--- src/rtl/multicycle_control_unit_if.sv ---
// Control-unit bundle: instruction-register opcode and memory/hazard handshakes in,
// per-state datapath control lines and fault reporting out.
interface multicycle_control_unit_if #(
    parameter int OPW  = 6,
    parameter int ALUW = 6
);
    logic [OPW-1:0]  opcode;
    logic            imem_ready;
    logic            dmem_ready;
    logic            stall;
    logic            pc_write;
    logic            ir_write;
    logic [1:0]      reg_dst;
    logic            jump;
    logic            branch;
    logic [1:0]      mem_read;
    logic [1:0]      mem_write;
    logic            mem_to_reg;
    logic [ALUW-1:0] alu_op;
    logic [1:0]      alu_src;
    logic            reg_write;
    logic            busy;
    logic            fault;
    logic [1:0]      fault_cause;

    modport master (
        input  opcode, imem_ready, dmem_ready, stall,
        output pc_write, ir_write, reg_dst, jump, branch, mem_read, mem_write,
               mem_to_reg, alu_op, alu_src, reg_write, busy, fault, fault_cause
    );

    modport slave (
        output opcode, imem_ready, dmem_ready, stall,
        input  pc_write, ir_write, reg_dst, jump, branch, mem_read, mem_write,
               mem_to_reg, alu_op, alu_src, reg_write, busy, fault, fault_cause
    );
endinterface

--- src/rtl/multicycle_control_unit.sv ---
// Multi-cycle control unit: walks each instruction through FETCH/DECODE/EXEC/MEM/WB
// and drives the datapath control lines for the current state only.
module multicycle_control_unit #(
    parameter int OPW         = 6,
    parameter int ALUW        = 6,
    parameter int MEM_TIMEOUT = 16
) (
    input  logic                   clk,
    input  logic                   reset,
    multicycle_control_unit_if.master bus
);
    localparam int CW = $clog2(MEM_TIMEOUT + 1);
    localparam logic [CW-1:0] CNT_LAST = CW'(MEM_TIMEOUT - 1);

    typedef enum logic [2:0] {S_FETCH, S_DECODE, S_EXEC, S_MEM, S_WB} state_t;
    typedef enum logic [3:0] {C_ILL, C_NOP, C_R, C_IMM, C_BR, C_J, C_JAL, C_LD, C_ST} cls_t;

    function automatic cls_t classify(input logic [5:0] op);
        case (op)
            6'b000000:                                                  return C_R;
            6'b100000:                                                  return C_NOP;
            6'b000110, 6'b000111, 6'b001000, 6'b001001, 6'b001101,
            6'b010011:                                                  return C_IMM;
            6'b001010, 6'b001011, 6'b001100:                            return C_BR;
            6'b010101, 6'b010110:                                       return C_J;
            6'b010111:                                                  return C_JAL;
            6'b001110, 6'b001111, 6'b010100:                            return C_LD;
            6'b010000, 6'b010001, 6'b010010:                            return C_ST;
            default:                                                    return C_ILL;
        endcase
    endfunction

    // Load codes are half/word/byte, store codes byte/half/word: both map to 01/10/11.
    function automatic logic [1:0] access_code(input logic [5:0] op);
        case (op)
            6'b001110, 6'b010000: return 2'b01;
            6'b001111, 6'b010001: return 2'b10;
            6'b010100, 6'b010010: return 2'b11;
            default:              return 2'b00;
        endcase
    endfunction

    state_t          state_reg, state_next;
    logic [5:0]      op_reg, op_next;
    logic [CW-1:0]   cnt_reg, cnt_next;
    logic [1:0]      cause_reg, cause_next;

    logic            upper_nz;
    cls_t            cls_in, cls_q;
    logic [1:0]      size_q;

    logic            pc_write_raw, ir_write_raw, jump_raw, branch_raw;
    logic            mem_to_reg_raw, reg_write_raw, fault_raw;
    logic [1:0]      reg_dst_raw, mem_read_raw, mem_write_raw, alu_src_raw;
    logic [ALUW-1:0] alu_op_raw;

    generate
        if (OPW > 6) begin : g_upper
            assign upper_nz = |bus.opcode[OPW-1:6];
        end else begin : g_no_upper
            assign upper_nz = 1'b0;
        end
    endgenerate

    assign cls_in = upper_nz ? C_ILL : classify(bus.opcode[5:0]);
    assign cls_q  = classify(op_reg);
    assign size_q = access_code(op_reg);

    always_ff @(posedge clk or posedge reset) begin
        if (reset) begin
            state_reg <= S_FETCH;
            op_reg    <= '0;
            cnt_reg   <= '0;
            cause_reg <= 2'b00;
        end else begin
            state_reg <= state_next;
            op_reg    <= op_next;
            cnt_reg   <= cnt_next;
            cause_reg <= cause_next;
        end
    end

    always_comb begin
        state_next     = state_reg;
        op_next        = op_reg;
        cnt_next       = cnt_reg;
        cause_next     = cause_reg;
        pc_write_raw   = 1'b0;
        ir_write_raw   = 1'b0;
        reg_dst_raw    = 2'b00;
        jump_raw       = 1'b0;
        branch_raw     = 1'b0;
        mem_read_raw   = 2'b00;
        mem_write_raw  = 2'b00;
        mem_to_reg_raw = 1'b0;
        alu_op_raw     = '0;
        alu_src_raw    = 2'b00;
        reg_write_raw  = 1'b0;
        fault_raw      = 1'b0;

        case (state_reg)
            S_FETCH: begin
                if (bus.imem_ready && !bus.stall) begin
                    pc_write_raw = 1'b1;
                    ir_write_raw = 1'b1;
                    state_next   = S_DECODE;
                end
            end
            S_DECODE: begin
                if (!bus.stall) begin
                    op_next = bus.opcode[5:0];
                    if (cls_in == C_ILL) begin
                        fault_raw  = 1'b1;
                        cause_next = 2'b01;
                        state_next = S_FETCH;
                    end else if (cls_in == C_NOP) begin
                        state_next = S_FETCH;
                    end else begin
                        state_next = S_EXEC;
                    end
                end
            end
            S_EXEC: begin
                alu_op_raw = (cls_q == C_R) ? {ALUW{1'b1}} : ALUW'(op_reg);
                case (cls_q)
                    C_IMM:       begin alu_src_raw = 2'b01; reg_dst_raw = 2'b01; end
                    C_BR:        begin branch_raw = 1'b1; alu_src_raw = 2'b10; end
                    C_J:         jump_raw = 1'b1;
                    C_JAL:       begin jump_raw = 1'b1; reg_dst_raw = 2'b10; end
                    C_LD, C_ST:  alu_src_raw = 2'b01;
                    default:     ;
                endcase
                if (!bus.stall) begin
                    case (cls_q)
                        C_R, C_IMM, C_JAL: state_next = S_WB;
                        C_LD, C_ST:        state_next = S_MEM;
                        default:           state_next = S_FETCH;
                    endcase
                end
            end
            S_MEM: begin
                // Hazard stall has no effect here; only the memory decides when we leave.
                alu_op_raw  = ALUW'(op_reg);
                alu_src_raw = 2'b01;
                if (cls_q == C_LD) mem_read_raw  = size_q;
                if (cls_q == C_ST) mem_write_raw = size_q;
                if (bus.dmem_ready) begin
                    cnt_next   = '0;
                    state_next = (cls_q == C_LD) ? S_WB : S_FETCH;
                end else if (cnt_reg == CNT_LAST) begin
                    fault_raw  = 1'b1;
                    cause_next = 2'b10;
                    cnt_next   = '0;
                    state_next = S_FETCH;
                end else begin
                    cnt_next = cnt_reg + 1'b1;
                end
            end
            S_WB: begin
                reg_write_raw  = !bus.stall;
                mem_to_reg_raw = (cls_q == C_LD);
                case (cls_q)
                    C_IMM, C_LD: reg_dst_raw = 2'b01;
                    C_JAL:       reg_dst_raw = 2'b10;
                    default:     reg_dst_raw = 2'b00;
                endcase
                if (!bus.stall) state_next = S_FETCH;
            end
            default: state_next = S_FETCH;
        endcase
    end

    // Reset must silence the Mealy terms (FETCH enables, fault) without waiting for a clock.
    assign bus.pc_write    = pc_write_raw & ~reset;
    assign bus.ir_write    = ir_write_raw & ~reset;
    assign bus.reg_dst     = reset ? 2'b00 : reg_dst_raw;
    assign bus.jump        = jump_raw & ~reset;
    assign bus.branch      = branch_raw & ~reset;
    assign bus.mem_read    = reset ? 2'b00 : mem_read_raw;
    assign bus.mem_write   = reset ? 2'b00 : mem_write_raw;
    assign bus.mem_to_reg  = mem_to_reg_raw & ~reset;
    assign bus.alu_op      = reset ? '0 : alu_op_raw;
    assign bus.alu_src     = reset ? 2'b00 : alu_src_raw;
    assign bus.reg_write   = reg_write_raw & ~reset;
    assign bus.busy        = (state_reg != S_FETCH) & ~reset;
    assign bus.fault       = fault_raw & ~reset;
    assign bus.fault_cause = cause_reg;
endmodule

--- src/flat_wrapper.sv ---
// flat-port wrapper written by rule: the top's interface ports become plain ports
module multicycle_control_unit_flat 
#(
    parameter int OPW         = 6,
    parameter int ALUW        = 6,
    parameter int MEM_TIMEOUT = 16
)
  (clk, reset, bus_opcode, bus_imem_ready, bus_dmem_ready, bus_stall, bus_pc_write, bus_ir_write, bus_reg_dst, bus_jump, bus_branch, bus_mem_read, bus_mem_write, bus_mem_to_reg, bus_alu_op, bus_alu_src, bus_reg_write, bus_busy, bus_fault, bus_fault_cause);
  multicycle_control_unit_if #(.OPW(OPW), .ALUW(ALUW)) bus_i ();
  input  logic clk;
  input  logic reset;
  input wire logic [$bits(bus_i.opcode)-1:0] bus_opcode;
  input wire logic [$bits(bus_i.imem_ready)-1:0] bus_imem_ready;
  input wire logic [$bits(bus_i.dmem_ready)-1:0] bus_dmem_ready;
  input wire logic [$bits(bus_i.stall)-1:0] bus_stall;
  output wire logic [$bits(bus_i.pc_write)-1:0] bus_pc_write;
  output wire logic [$bits(bus_i.ir_write)-1:0] bus_ir_write;
  output wire logic [$bits(bus_i.reg_dst)-1:0] bus_reg_dst;
  output wire logic [$bits(bus_i.jump)-1:0] bus_jump;
  output wire logic [$bits(bus_i.branch)-1:0] bus_branch;
  output wire logic [$bits(bus_i.mem_read)-1:0] bus_mem_read;
  output wire logic [$bits(bus_i.mem_write)-1:0] bus_mem_write;
  output wire logic [$bits(bus_i.mem_to_reg)-1:0] bus_mem_to_reg;
  output wire logic [$bits(bus_i.alu_op)-1:0] bus_alu_op;
  output wire logic [$bits(bus_i.alu_src)-1:0] bus_alu_src;
  output wire logic [$bits(bus_i.reg_write)-1:0] bus_reg_write;
  output wire logic [$bits(bus_i.busy)-1:0] bus_busy;
  output wire logic [$bits(bus_i.fault)-1:0] bus_fault;
  output wire logic [$bits(bus_i.fault_cause)-1:0] bus_fault_cause;
  assign bus_i.opcode = bus_opcode;
  assign bus_i.imem_ready = bus_imem_ready;
  assign bus_i.dmem_ready = bus_dmem_ready;
  assign bus_i.stall = bus_stall;
  assign bus_pc_write = bus_i.pc_write;
  assign bus_ir_write = bus_i.ir_write;
  assign bus_reg_dst = bus_i.reg_dst;
  assign bus_jump = bus_i.jump;
  assign bus_branch = bus_i.branch;
  assign bus_mem_read = bus_i.mem_read;
  assign bus_mem_write = bus_i.mem_write;
  assign bus_mem_to_reg = bus_i.mem_to_reg;
  assign bus_alu_op = bus_i.alu_op;
  assign bus_alu_src = bus_i.alu_src;
  assign bus_reg_write = bus_i.reg_write;
  assign bus_busy = bus_i.busy;
  assign bus_fault = bus_i.fault;
  assign bus_fault_cause = bus_i.fault_cause;
  multicycle_control_unit #(.OPW(OPW), .ALUW(ALUW), .MEM_TIMEOUT(MEM_TIMEOUT)) u_core (.clk(clk), .reset(reset), .bus(bus_i));
endmodule
--- config.mk ---
export PLATFORM = sky130hd
export DESIGN_NAME = multicycle_control_unit_flat
export DESIGN_NICKNAME = d
export VERILOG_FILES = /design/src/rtl/multicycle_control_unit_if.sv /design/src/rtl/multicycle_control_unit.sv /design/src/flat_wrapper.sv
export SDC_FILE = /design/constraint.sdc
export NUM_CORES = 1
export LEC_CHECK = 0
export CORE_MARGIN = 3
export CORE_UTILIZATION = 46
export DETAILED_ROUTE_END_ITERATION = 12
export GPL_TIMING_DRIVEN = 1
export PLACE_DENSITY = 0.76
export SYNTH_ARGS = -nofsm -noshare
export SYNTH_HDL_FRONTEND = slang
export SYNTH_SLANG_ARGS = --single-unit
--- constraint.sdc ---
create_clock -name clk -period 2.7 [get_ports clk]
set_clock_uncertainty 0.05 [all_clocks]
set_input_delay 0.81 -clock clk [delete_from_list [all_inputs] [get_ports clk]]
set_output_delay 0.81 -clock clk [all_outputs]
set_load 0.01 [all_outputs]
==> results.yml <==
outcome:
  status: "complete, but fails checks"
  violations: "negative setup slack"
timing:
  setup_ws_ps: -718.0
  period_share_pct: 126.6
  hold_slack_ps: 441.9
  fmax_ghz: 0.2926
  slew_headroom_pct: 59.10
  slew_violations: 0
  rsz0062_at_grt: "true"
  tightest_slew_ps: 612.9
  setup_viol: 18
  hold_violations: 0
  min_period_ps: 3418
logic_synthesis:
  async_flop_share_pct: 100.0
  synthesis.nets: 210
  syn_avg_cell_area_sq_um: 8.758
  synth_top_area_share_pct: 24.58
  synth_cell_types: 60
  ys_warn_count: 0
  syn_inst: 186
  synth_largest_area_cell: "dfrtp_1"
  yosysSeqAreaShare_pct: 24.58
  synthTopCellsByArea: "dfrtp_1 (25%), ha_1 (10%), o21ai_0 (4.0%), nand2_1 (3.9%), o21a_1 (3.7%)"
  syn_area_sq_um: 1629
  synth_edf_count: 0
  synth_seq_cells: 16
  synth_ff_type: "dfrtp_1"
  synth_common_cells: "nand2_1 (17), dfrtp_1 (16), ha_1 (13), o21ai_0 (13), nor2_1 (12)"
  yosysMostFrequentCell: "nand2_1"
power:
  power.switching_w: 0.001279
  leakage_nw: 1.312
  powerDensity_nw_per_um2: 991.3
  p_seq_share_pct: 17.1
  p_int_w: 0.001467
  clkPwrFrac_pct: 6.0
  switching_share_pct: 46.56
  peakVddDrop_mv: 0.6773
  combPwrFrac_pct: 76.8
cts:
  hold_buffers: 0
  clock-sinks: 16
  cts.htree.levels: 1
  cts_root_buf: "clkbuf_4"
  tritoncts: "done"
  insertion_delay_ps: 300
  clkSlewWorstSetupHoldPaths_ps: 110
  numCtsBuffers: 3
  clk_path_buf_depth: 2
global_routing:
  grt_pass1_vias: 2180
  grt_overflow: 0
  antenna_found_initial: 0
  grt_max_degree: 17
  grt_usage_pct: 32.13
  grt_pass1_wl_microns: 10470
die:
  pin_count: 35
  core_sq_um: 3203
  chipWidth_microns: 65.51
  initial_utilization_pct: 50.86
  dieArea_sq_um: 4292
  die_y_microns: 65.51
  num_rows: 20
critical_path:
  cp_num_buf_inv: 5
  endpoint_kind: "output pin"
  required_ps: 1840
  startpoint_type: "flip-flop"
  crit_chain: "inv_4 -> ha_4 -> a2111oi_4 -> o211ai_4 -> nor4b_4 -> buf_4 -> buf_6 -> buf_6 -> o21a_1 -> buf_2"
  crit_fanout: 5
  path_delay_family: "compound AO/OA/AOI/OAI gates"
  cp.arrival_ps: 2560
  crit_type: "reg2out"
  crit_top_cell: "buf_6"
  cp_slowest_stage_delay_ps: 460
  critPathSlowestCell: "dfrtp_2"
layout:
  layout-drive-gt1-share_pct: 56.27
  diodes: 0
  area_delta_synth_final_pct: 70.05
  postLayoutCellArea_sq_um: 2770
  largest_register_ffs: 6
  n_fill_cell: 176
  fin_cells: 339
  final_util_pct: 86.48
  final_nets: 320
drt:
  ant_nets: 0
  wl_microns: 6557
  wl_met1_microns: 2519
  drc_errors: 0
  drt_iter0_drc: 158
  route.top_layer_used: "met4"
  num_vias: 2069
  routed-wl-met3_microns: 454
  post_drt_wl_per_cell_microns: 19.34
  viasPerCell: 6.103
  dr.pass1.iters: 4
  wl_met2_microns: 3124
placed_design:
  gp_congestion: 0.8777
  place_ws_ps: -1361
  io_buffers: 34
  hpwl_microns: 3961
  dp.cells: 314
  placed_cell_area_sq_um: 2506
min_path:
  hold_class: "reg2reg"
flow_run:
  cap_violations: 0
[final cells by class]
type | instances | area, sq um | share of cell area, %
inverters | 12 | 67.56 | 2.439
clock buffers | 4 | 36.28 | 1.310
well taps | 44 | 55.05 | 1.987
multi-input cells | 149 | 1325 | 47.83
repair buffers | 114 | 880.8 | 31.80
flip-flops and latches | 16 | 405.4 | 14.63
[worst reg2reg max path, delay by kind of cell (launching register included)]
family	cells	cell delay [ps]
buf+inv	4	530
compound gates	5	1230
fa+ha+maj	1	220
flops	1	460
[kinds of logic after synthesis]
kind of cell | count (synthesis) | synth area share (%)
buffers and inverters | 21 | 6.681
AOI/OAI and AO/OA | 51 | 23.58
DFF | 16 | 24.58
adders and majority gates | 13 | 9.985
and+or+nand+nor | 77 | 30.11
xor gates and xnor gates | 2 | 1.075
muxes | 6 | 3.994
[what timing repair did]
| item | in CTS | in global routing |
|---|---|---|
| setup endpoints to repair | 22 | 20 |
| pin swaps | 24 | 13 |
| resized for setup | 129 | 27 |
| buffers inserted | 22 | 3 |
[power groups by stage]
| stage | Combinational, W | Sequential [W] | Clock, W |
|---|---|---|---|
| after floorplan | 0.000998 | 0.000403 | 0 |
| after global placement | 0.00154 | 0.000443 | 0 |
| after detailed placement | 0.00162 | 0.000450 | 0 |
| after CTS | 0.00190 | 0.000452 | 0.000165 |
| after global routing | 0.00223 | 0.000485 | 0.000179 |
| final | 0.00211 | 0.000470 | 0.000166 |
[through the flow]
step	setup TNS, ps	total power [W]
floorplan	-159.1	0.001402
global placement	-11870	0.001982
detailed placement	-13320	0.002068
CTS	-8705	0.002518
global route	-11490	0.002893
finish	-10130	0.002746
[placed cells by master, fill, tap and decap left out, drive strengths merged, types with 4 or more instances in the layout]
cell type	synthesis	routed
nand3	4	4
inv	12	12
nor4b	4	4
dfrtp	16	16
nor2	14	14
ha	13	13
nor4	7	7
a21o	4	4
nor3	4	4
clkbuf	0	7
mux2	4	4
o21a	8	8
nand2	17	17
o21ai	15	15
nor2b	7	7
clkdlybuf4s50	0	4
nand2b	4	4
buf	9	100
a21oi	6	6
[routing by layer]
layer  vias up  GRT usage, %
met5         -             0
met2       138         56.13
met4         0         22.80
met1       990         35.14
li1        897             -
met3        44         4.957
[worst paths after layout]
kind	start	slack, ps	depth (start not counted)	end
min in group asynchronous	reset	850	4	u_core.state_reg[0]$_DFFE_PP0P_
max in group asynchronous	reset	1320	4	u_core.op_reg[2]$_DFFE_PP0P_
hold reg to reg	u_core.bus.fault_cause[1]$_DFFE_PP0P_	440	1	u_core.bus.fault_cause[1]$_DFFE_PP0P_
hold / removal	u_core.bus.fault_cause[1]$_DFFE_PP0P_	440	1	u_core.bus.fault_cause[1]$_DFFE_PP0P_
setup reg to reg	u_core.op_reg[1]$_DFFE_PP0P_	150	10	u_core.state_reg[1]$_DFFE_PP0P_
setup / recovery	u_core.op_reg[1]$_DFFE_PP0P_	-720	10	bus_alu_op[3]
Power figures use the tool's default switching activity.
